[src/rtl/sys_defs.sv]
// Shared system type definitions used by the writeback path.
// Provides the execute-stage result packet, the CDB broadcast record and
// the machine word / instruction types.
package sys_defs;

  localparam int unsigned XLEN_W    = 32;
  localparam int unsigned ROB_TAG_W = 5;

  typedef logic [XLEN_W-1:0] XLEN;
  typedef logic [31:0]       INST;

  // Result produced by a functional unit at the end of execute.
  typedef struct packed {
    logic                 valid;
    XLEN                  value;
    logic [ROB_TAG_W-1:0] rob_tag;
    INST                  inst;
    XLEN                  NPC;
  } EX_WR_PACKET;

  // One common-data-bus broadcast channel.
  typedef struct packed {
    logic                 valid;
    XLEN                  value;
    logic [ROB_TAG_W-1:0] rob_tag;
  } CDB_DATA;

endpackage

[src/rtl/wb_arbiter_pkg.sv]
// Helpers shared by the writeback arbiter and its grant logic.
package wb_arbiter_pkg;

  // Round-robin pointer width; at least one bit so a single-FU build still
  // has a legal vector.
  function automatic int unsigned ptr_width(input int unsigned n);
    return (n > 1) ? $clog2(n) : 1;
  endfunction

endpackage

[src/rtl/rr_multi_grant.sv]
// Multi-grant round-robin selector (pure combinational).
// Scans requesters starting at ptr, wrapping modulo FU_NUM, and grants up to
// CDB_NUM of them in scan order.
// Ports:
//   req      - per-FU request (held entries)
//   ptr      - scan start index
//   flush    - suppress all grants, pointer holds
//   grant    - per-FU grant vector
//   ch_idx   - FU index driving each channel
//   ch_valid - channel carries a grant
//   next_ptr - one past the last granted FU, or ptr when nothing is granted
module rr_multi_grant
  import wb_arbiter_pkg::*;
#(
  parameter int unsigned FU_NUM  = 4,
  parameter int unsigned CDB_NUM = 2,
  parameter int unsigned PTR_W   = ptr_width(FU_NUM)
) (
  input  logic [FU_NUM-1:0]  req,
  input  logic [PTR_W-1:0]   ptr,
  input  logic               flush,
  output logic [FU_NUM-1:0]  grant,
  output logic [PTR_W-1:0]   ch_idx [CDB_NUM],
  output logic [CDB_NUM-1:0] ch_valid,
  output logic [PTR_W-1:0]   next_ptr
);

  always_comb begin
    int unsigned pos;
    int unsigned n_grant;
    int unsigned last;
    logic [PTR_W-1:0] pos_idx;

    grant    = '0;
    ch_valid = '0;
    for (int unsigned k = 0; k < CDB_NUM; k++) begin
      ch_idx[k] = '0;
    end
    pos      = 0;
    pos_idx  = '0;
    n_grant  = 0;
    last     = 0;

    for (int unsigned off = 0; off < FU_NUM; off++) begin
      // Modulo wrap by subtraction: FU_NUM need not be a power of two.
      pos = 32'(ptr) + off;
      if (pos >= FU_NUM) begin
        pos = pos - FU_NUM;
      end
      pos_idx = pos[PTR_W-1:0];
      if (!flush && req[pos_idx] && (n_grant < CDB_NUM)) begin
        grant[pos_idx]    = 1'b1;
        ch_idx[n_grant]   = pos_idx;
        ch_valid[n_grant] = 1'b1;
        n_grant           = n_grant + 1;
        last              = pos;
      end
    end

    next_ptr = ptr;
    if (n_grant != 0) begin
      next_ptr = ((last + 1) >= FU_NUM) ? '0 : PTR_W'(last + 1);
    end
  end

endmodule

[src/rtl/wb_arbiter.sv]
// Writeback arbiter: buffers one result per functional unit and broadcasts
// up to CDB_NUM of them per cycle on the common data bus, round-robin.
// Results are only broadcast from the holding registers, so every result
// spends at least one cycle buffered.
// Ports:
//   clock, reset  - rising-edge clock, asynchronous active-high reset
//   flush         - squash buffered results and incoming packets
//   ex_packet_in  - per-FU result packet
//   ex_ready      - per-FU accept (depends only on state and flush)
//   cdb           - broadcast channels, unused channels zeroed
//   wr_inst       - instruction of each channel, 0 when invalid
//   wr_NPC        - NPC of each channel, 0 when invalid
// CDB_NUM must lie in 1..FU_NUM.
module wb_arbiter
  import sys_defs::*;
  import wb_arbiter_pkg::*;
#(
  parameter int unsigned FU_NUM  = 4,
  parameter int unsigned CDB_NUM = 2
) (
  input  logic              clock,
  input  logic              reset,
  input  logic              flush,
  input  EX_WR_PACKET       ex_packet_in [FU_NUM],
  output logic [FU_NUM-1:0] ex_ready,
  output CDB_DATA           cdb          [CDB_NUM],
  output INST               wr_inst      [CDB_NUM],
  output XLEN               wr_NPC       [CDB_NUM]
);

  localparam int unsigned PtrW = ptr_width(FU_NUM);

  logic [FU_NUM-1:0]    held_q, held_d;
  logic [FU_NUM-1:0]    grant;
  logic [FU_NUM-1:0]    accept;
  logic [PtrW-1:0]      rr_ptr_q, rr_ptr_d;
  logic [PtrW-1:0]      ch_idx [CDB_NUM];
  logic [CDB_NUM-1:0]   ch_valid;

  // Stored packet fields; the valid bit lives in held_q.
  XLEN                  value_q [FU_NUM];
  logic [ROB_TAG_W-1:0] tag_q   [FU_NUM];
  INST                  inst_q  [FU_NUM];
  XLEN                  npc_q   [FU_NUM];

  rr_multi_grant #(
    .FU_NUM  (FU_NUM),
    .CDB_NUM (CDB_NUM),
    .PTR_W   (PtrW)
  ) u_grant (
    .req      (held_q),
    .ptr      (rr_ptr_q),
    .flush    (flush),
    .grant    (grant),
    .ch_idx   (ch_idx),
    .ch_valid (ch_valid),
    .next_ptr (rr_ptr_d)
  );

  // A slot being drained this cycle can take a new packet in the same cycle.
  always_comb begin
    ex_ready = ~held_q | grant | {FU_NUM{flush}};
  end

  always_comb begin
    accept = '0;
    for (int unsigned i = 0; i < FU_NUM; i++) begin
      accept[i] = ex_packet_in[i].valid & ex_ready[i] & ~flush;
    end
  end

  // Flush drops everything; otherwise drain granted slots, then refill.
  always_comb begin
    held_d = '0;
    if (!flush) begin
      held_d = (held_q & ~grant) | accept;
    end
  end

  always_ff @(posedge clock or posedge reset) begin
    if (reset) begin
      held_q   <= '0;
      rr_ptr_q <= '0;
    end else begin
      held_q   <= held_d;
      rr_ptr_q <= rr_ptr_d;
    end
  end

  // Payload storage needs no reset: it is only observed behind held_q.
  always_ff @(posedge clock) begin
    for (int unsigned i = 0; i < FU_NUM; i++) begin
      if (accept[i]) begin
        value_q[i] <= ex_packet_in[i].value;
        tag_q[i]   <= ex_packet_in[i].rob_tag;
        inst_q[i]  <= ex_packet_in[i].inst;
        npc_q[i]   <= ex_packet_in[i].NPC;
      end
    end
  end

  always_comb begin
    for (int unsigned k = 0; k < CDB_NUM; k++) begin
      cdb[k]     = '0;
      wr_inst[k] = '0;
      wr_NPC[k]  = '0;
      if (ch_valid[k]) begin
        cdb[k].valid   = 1'b1;
        cdb[k].value   = value_q[ch_idx[k]];
        cdb[k].rob_tag = tag_q[ch_idx[k]];
        wr_inst[k]     = inst_q[ch_idx[k]];
        wr_NPC[k]      = npc_q[ch_idx[k]];
      end
    end
  end

endmodule

[config.mk]
export PLATFORM = sky130hd
export DESIGN_NAME = wb_arbiter
export DESIGN_NICKNAME = d
export VERILOG_FILES = /design/src/rtl/sys_defs.sv /design/src/rtl/wb_arbiter_pkg.sv /design/src/rtl/rr_multi_grant.sv /design/src/rtl/wb_arbiter.sv
export SDC_FILE = /design/constraint.sdc
export NUM_CORES = 1
export LEC_CHECK = 0
export CORE_ASPECT_RATIO = 0.75
export CORE_MARGIN = 10
export CORE_UTILIZATION = 41
export DETAILED_ROUTE_END_ITERATION = 8
export GPL_TIMING_DRIVEN = 0
export HOLD_SLACK_MARGIN = 0.15
export PLACE_DENSITY = 0.75
export SYNTH_ARGS = -nofsm -noshare
export SYNTH_HDL_FRONTEND = slang
export SYNTH_HIERARCHICAL = 1
export SYNTH_SLANG_ARGS = --single-unit
[constraint.sdc]
create_clock -name clock -period 8.5 [get_ports clock]
set_input_delay 1.275 -clock clock [delete_from_list [all_inputs] [get_ports clock]]
set_output_delay 1.275 -clock clock [all_outputs]
set_load 0.1 [all_outputs]
==> metrics.cfg, run 1 <==
[synthesis]
synth_area_per_cell_um2 = 15.6
synthesized_area_um2 = 19700
yosysUniqueCellTypes = 56
seq_area_frac_synth_pct = 62.4
edff_count_synth = 404
cell_count_after_synthesis = 1261
syn_warnings = 6
synthArstFlopShare_pct = 1.46
ys_seq_elements = 410
syn_nets = 1696
ys_dominant_reg_cell = edfxtp_1

[pwr]
comb_power_share_pct = 58.0
vdd_drop_max_mv = 0.277
power.share.switching_pct = 52.4
p_seq_share_pct = 24.5
p_leak_nw = 9.70
power_density_nw_per_um2 = 368
netSwitchingPower_mw = 5.34
share_clk_of_total_power_pct = 17.5
power_report.internal_total_mw = 4.86

[finish]
areaGrowthSynthToFinish_pct = 40.9
fin_util_pct = 58.5
finish.cell_count_without_fillers = 2631
num-nets-final = 2378
post_route_cells_drive_above_1_share_pct = 19.2
fin_area_um2 = 27700

[timing]
hold_violations = 0
final.period_utilization_pct = 95.7
fin_hold_ws_ns = 0.755
final.setup.tns_ns = 0
finalSetupViolations = 0
finalCriticalPeriod_ns = 8.13
max_slew.worst_pin.slew_ns = 1.08
rsz0062_at_grt = false
timing.slew.headroom_pct = 27.7
fin_skew_ns = 0.0226
timing_max_transition_violations_final = 0
achievable-frequency_ghz = 0.123

[clock_tree]
cts.hold.buffers_added = 0
clock_sink_count = 410
h-tree-depth = 2
tritoncts.num_buffers = 42
postCtsSetupRepairBufs = 0
path_clk_slew_ns = 0.06
clockRootBuffer = clkbuf_16
tritoncts = yes
clock_insertion_delay_worst_skew_ns = 0.57
clk_path_buf_depth = 3

[placed_design]
routability_driven_placement_congestion_ratio = 0.938
port_buffers = 618
place_inst = 2538
dp_hpwl_um = 58100
placedInstanceArea_um2 = 27200

[die]
die_x_um = 273
num_rows = 69
top_ports = 619
dieArea_um2 = 57200
core_um2 = 47400
floorplan.initialDensity_pct = 41.5
dieHeight_um = 210

[critical_path]
cp_data_required_time_ns = 7.22
setup.worst_path.start_class = flop
path_delay_family = buffers and inverters
cp_slowest_stage_delay_ns = 0.61
timing.critical_path.to_type = output port
critPathSlowestCell = clkdlybuf4s18_2
timing.setup.critical_path_class = flop to output port
timing.critical_path.mode_cell = buf_6
worst-r2r-setup-slack_ns = 2.49
cp_num_buf_inv = 11
critical_path_peak_fanout = 10
timing.critical_path.arrival_ns = 6.86

[drt]
route.detailed.drc = 0
drt_pass1_iterations = 6
via_count = 14800
drt-wirelength-per-cell_um = 29.1
via_per_inst = 5.63
ant_nets = 0
first_iter_violations = 1163
wirelength_um = 76400

[global_routing]
grtUsageTotal_pct = 25.6
grt_overflow = 0
grt_pass1_vias = 15800
number_of_antenna_violations_at_the_first_check_in_global_routing = 20
maximum_number_of_pins_on_one_net_before_global_route_repair = 25
grt_pass1_wl_um = 109000

[outcome]
run_status = complete, no violations

[flow_run]
cap_viol_max_count = 0

[worst_hold_path]
min-delay-path-class = flop to flop

-- worst reg2reg max path: stages (launching register included) --
cell and delay, ns:
dfrtp_1 0.47, buf_6 0.17, buf_12 0.14, inv_1 0.12
ha_1 0.43, nor2b_1 0.23, a22oi_4 0.32, inv_1 0.22
ha_1 0.27, or3_1 0.37, o32ai_2 0.28, buf_4 0.27
inv_1 0.07, fa_1 0.40, nor2b_1 0.20, and2_1 0.19
buf_6 0.14, nand2_4 0.06, and2_2 0.13, buf_2 0.21
nand3_1 0.13, ha_1 0.30, nor4bb_1 0.27, nand4_1 0.13
and4bb_1 0.30, a22o_1 0.15
-- final cells by class --
cell class | count | area (um2)
fillers | 3701 | 19700
flip-flops and latches | 410 | 12300
multi-input cells | 739 | 6460
repair buffers | 638 | 5810
clock buffers | 54 | 1100
plain buffers | 96 | 971
well taps | 639 | 800
clock inverters | 23 | 203
inverters | 16 | 60.1
diodes | 16 | 40.0
-- Yosys cell counts (9+ instances only) --
cell type	number	area (um2)
mux2i_1	407	4070
buf_12	23	460
ha_1	23	288
buf_2	19	95.1
edfxtp_1	404	12100
inv_1	15	56.3
clkbuf_1	27	101
nand2b_1	9	56.3
o22ai_1	202	1260
buf_6	20	225
nand2_1	20	75.1
nor2_1	11	41.3
-- power groups by stage --
stage | clock, mW | sequential (mW) | combinational, mW
finish | 1.78 | 2.50 | 5.92
global route | 1.89 | 2.51 | 6.09
detailed placement | 0 | 2.54 | 6.21
CTS | 1.81 | 2.50 | 6.00
floorplan | 0 | 2.52 | 4.51
global placement | 0 | 2.56 | 6.13
-- cells by family (layout without fill, tap and decap cells) --
family,count (synthesis),count (layout),share of synthesized area [%]
buffers and inverters,112,827,5.13
other,0,16,0
multiplexers,412,412,21.2
adder cells (fa/ha/maj),24,24,1.56
AO/OA/AOI/OAI,236,236,7.87
flip-flops,410,410,62.4
AND/OR/NAND/NOR,67,67,1.84
-- path summary, 6_finish.rpt --
check,end,cells past startpoint,from
worst min register to register,held_q[0],2,held_q[0]
max in group asynchronous,held_q[2],2,reset
worst max-delay path,cdb[58],25,rr_ptr_q[0]
worst min-delay path,held_q[0],2,held_q[0]
worst max register to register,rr_ptr_q[0],25,rr_ptr_q[0]
min in group asynchronous,rr_ptr_q[0],2,reset
-- per-stage QoR --
| step | total power, mW | setup slack [ns] |
|---|---|---|
| floorplan | 7.03 | 0.355 |
| global placement | 8.69 | -2.15 |
| detailed placement | 8.75 | -0.945 |
| CTS | 10.3 | 0.00119 |
| global route | 10.5 | 0.0261 |
| finish | 10.2 | 0.368 |
-- metal layers --
layer / part of all wire, % / vias to the layer above / global-route usage, %
li1: - / 6482 / -
met1: 39 / 7434 / 31.1
met2: 49 / 765 / 43.4
met3: 9.1 / 129 / 7.46
met4: 2.5 / 6 / 7.66
met5: 0.047 / - / 0
-- flip-flops by register name (all words and copies together) (netlist names) --
| name | cells |
|---|---|
| rr_ptr_q | 2 |
| tag_q | 20 |
| npc_q | 128 |
| inst_q | 128 |
| held_q | 4 |
| value_q | 128 |
-- cells in the final DEF, fill, tap and decap left out, types with 8 or more instances in the layout --
cell             count
edfxtp_1           404
mux2i_1            407
clkdlybuf4s50_1    415
nor2_1              11
buf_6               20
diode_2             16
ha_1                23
nand2b_1             9
clkbuf_16           42
clkinv_1             9
nand2_1             20
buf_2               27
clkdlybuf4s15_2     22
buf_16               8
o22ai_1            200
inv_1               15
buf_12              34
clkbuf_2           177
clkbuf_1            24
-- timing repair --
item	CTS	global route
pin swaps	0	0
cloned	0	0
endpoints found under the setup margin	201	202
resized for setup	290	374
Power figures use the tool's default switching activity.
==> run 2, diff against run 1 <==
--- a/config.mk
+++ b/config.mk
@@ -5,7 +5,7 @@
 export SDC_FILE = /design/constraint.sdc
 export NUM_CORES = 1
 export LEC_CHECK = 0
-export CORE_ASPECT_RATIO = 0.75
+export CORE_ASPECT_RATIO = 0.7
 export CORE_MARGIN = 10
 export CORE_UTILIZATION = 41
 export DETAILED_ROUTE_END_ITERATION = 8
==> metrics.cfg, run 2 (synthesis results as in run 1) <==
[outcome]
run_status = complete, no violations  ; unchanged

[clock_tree]
clk_path_buf_depth = 3  ; unchanged
tritoncts.num_buffers = 43  ; was 42
clock_sink_count = 410  ; unchanged
clockRootBuffer = clkbuf_16  ; unchanged
postCtsSetupRepairBufs = 0  ; unchanged
h-tree-depth = 2  ; unchanged
post_cts_resized = 367  ; was 290
cts.hold.buffers_added = 0  ; unchanged
tritoncts = yes  ; unchanged
clock_insertion_delay_worst_skew_ns = 0.57  ; about the same
path_clk_slew_ns = 0.06  ; about the same

[global_routing]
grt_pass1_vias = 15900  ; was 15800
number_of_antenna_violations_at_the_first_check_in_global_routing = 16  ; was 20
grtUsageTotal_pct = 26.2  ; was 25.6%
maximum_number_of_pins_on_one_net_before_global_route_repair = 24  ; was 25
grt_pass1_wl_um = 111000  ; was 109000 um
grt_overflow = 0  ; unchanged

[critical_path]
timing.critical_path.to_type = output port  ; unchanged
regToRegStartpoint = rr_ptr_q[0]  ; unchanged
cp_data_required_time_ns = 7.22  ; about the same
crit_end = wr_NPC[32]  ; was cdb[58]
timing.critical_path.arrival_ns = 7.01  ; was 6.86 ns
setup.worst_path.start_class = flop  ; unchanged
cp_num_buf_inv = 11  ; unchanged
crit-reg2reg-capture = value_q[3][28]  ; was rr_ptr_q[0]
critPathSlowestCell = clkdlybuf4s15_2  ; was clkdlybuf4s18_2
worst-r2r-setup-slack_ns = 2.29  ; was 2.49 ns
cp_slowest_stage_delay_ns = 0.60  ; was 0.61 ns
timing.critical_path.mode_cell = buf_6  ; unchanged
worstSetupPathDepth = 25  ; unchanged
startpoint_of_the_worst_setup_timing_path = rr_ptr_q[0]  ; unchanged
ff2ff_path_depth = 24  ; was 25
critical_path_peak_fanout = 10  ; unchanged
timing.setup.critical_path_class = flop to output port  ; unchanged
path_delay_family = buffers and inverters  ; unchanged

[drt]
first_iter_violations = 1267  ; was 1163
via_count = 15000  ; was 14800
drt-wirelength-per-cell_um = 30.0  ; was 29.1 um
via_per_inst = 5.75  ; was 5.63
drt_pass1_iterations = 7  ; was 6
ant_nets = 0  ; unchanged
route.detailed.drc = 0  ; unchanged
wirelength_um = 78200  ; was 76400 um

[worst_hold_path]
min-delay-path-class = flop to flop  ; unchanged
min-delay-start = held_q[1]  ; was held_q[0]

[die]
dieHeight_um = 203  ; was 210 um
top_ports = 619  ; unchanged
die_x_um = 282  ; was 273 um
floorplan.initialDensity_pct = 41.3  ; was 41.5%
num_rows = 67  ; was 69
core_um2 = 47600  ; was 47400 um2
dieArea_um2 = 57300  ; was 57200 um2

[placed_design]
port_buffers = 618  ; unchanged
routability_driven_placement_congestion_ratio = 0.916  ; was 0.938
placedInstanceArea_um2 = 27100  ; was 27200 um2
dp_hpwl_um = 58500  ; was 58100 um

[timing]
finalSetupViolations = 0  ; unchanged
finalCriticalPeriod_ns = 8.29  ; was 8.13 ns
final.setup.tns_ns = 0  ; unchanged
timing_max_transition_violations_final = 0  ; unchanged
achievable-frequency_ghz = 0.121  ; was 0.123 GHz
hold_violations = 0  ; unchanged
max_slew.worst_pin.slew_ns = 1.06  ; was 1.08 ns
final.period_utilization_pct = 97.5  ; was 95.7%
fin_hold_ws_ns = 0.763  ; was 0.755 ns
timing.slew.headroom_pct = 29.1  ; was 27.7%
fin_skew_ns = 0.0177  ; was 0.0226 ns

[pwr]
vdd_drop_max_mv = 0.289  ; was 0.277 mV
power_density_nw_per_um2 = 371  ; was 368 nW/um2
p_leak_nw = 9.74  ; was 9.70 nW
finalPower_mw = 10.3  ; was 10.2 mW

[finish]
layout_common_cells = clkdlybuf4s50_1, mux2i_1, edfxtp_1  ; unchanged
post_route_cells_drive_above_1_share_pct = 19.5  ; was 19.2%
fin_area_um2 = 27800  ; was 27700 um2
layout.filler_cells = 3789  ; was 3701
final_common_cell = clkdlybuf4s50_1  ; unchanged
areaGrowthSynthToFinish_pct = 41.1  ; was 40.9%
num-nets-final = 2379  ; was 2378
largest_registers = inst_q x128, npc_q x128, value_q x128  ; unchanged

[flow_run]
cap_viol_max_count = 0  ; unchanged

-- run 2: tightest hold or removal path, stage by stage (launching register included) --
cell and delay [ns]:
dfrtp_1 0.46, or3b_1 0.21, nand2_1 0.05
-- run 2: layout make-up --
class	instances	area, um2	share of cell area, %
antenna	8	20.0	0.0721
buffer	96	981	3.53
clock buffer	53	1160	4.16
clock inverter	23	181	0.654
inverter	16	60.1	0.216
multi-input combinational	739	6440	23.2
sequential	410	12300	44.2
tap	621	777	2.80
timing repair buffer	638	5870	21.1
-- run 2: routing by layer --
| layer | GRT usage [%] | wire (um) |
|---|---|---|
| met1 | 31.9 | 30400 |
| met2 | 44.0 | 38000 |
| met3 | 7.91 | 7380 |
| met4 | 8.65 | 2360 |
| met5 | 0 | 88 |
-- run 2: where the power goes --
part / internal, mW / total, mW / switching [mW]
combinational: 1.46 / 5.95 / 4.49
clock: 1.05 / 1.85 / 0.799
sequential: 2.41 / 2.50 / 0.0900
total: 4.92 / 10.3 / 5.38
-- run 2: metrics by stage --
stage / setup slack (ns) / cells / utilization [%]
after floorplan: 0.355 / 1261 / -
after global placement: -2.42 / 2500 / 56.0
after detailed placement: -0.847 / 2520 / 57.0
after CTS: 0.000541 / 2596 / 59.7
after global routing: -0.00127 / 2601 / 58.3
final: 0.213 / 2604 / 58.3
-- run 2: worst min path at each step --
stage	endpoint	slack, ns	cells past startpoint
floorplan	rr_ptr_q[1]	0.64	1
global placement	held_q[1]	0.70	2
detailed placement	rr_ptr_q[1]	0.75	1
CTS	held_q[1]	0.76	2
global route	held_q[1]	0.79	2
finish	held_q[1]	0.76	2
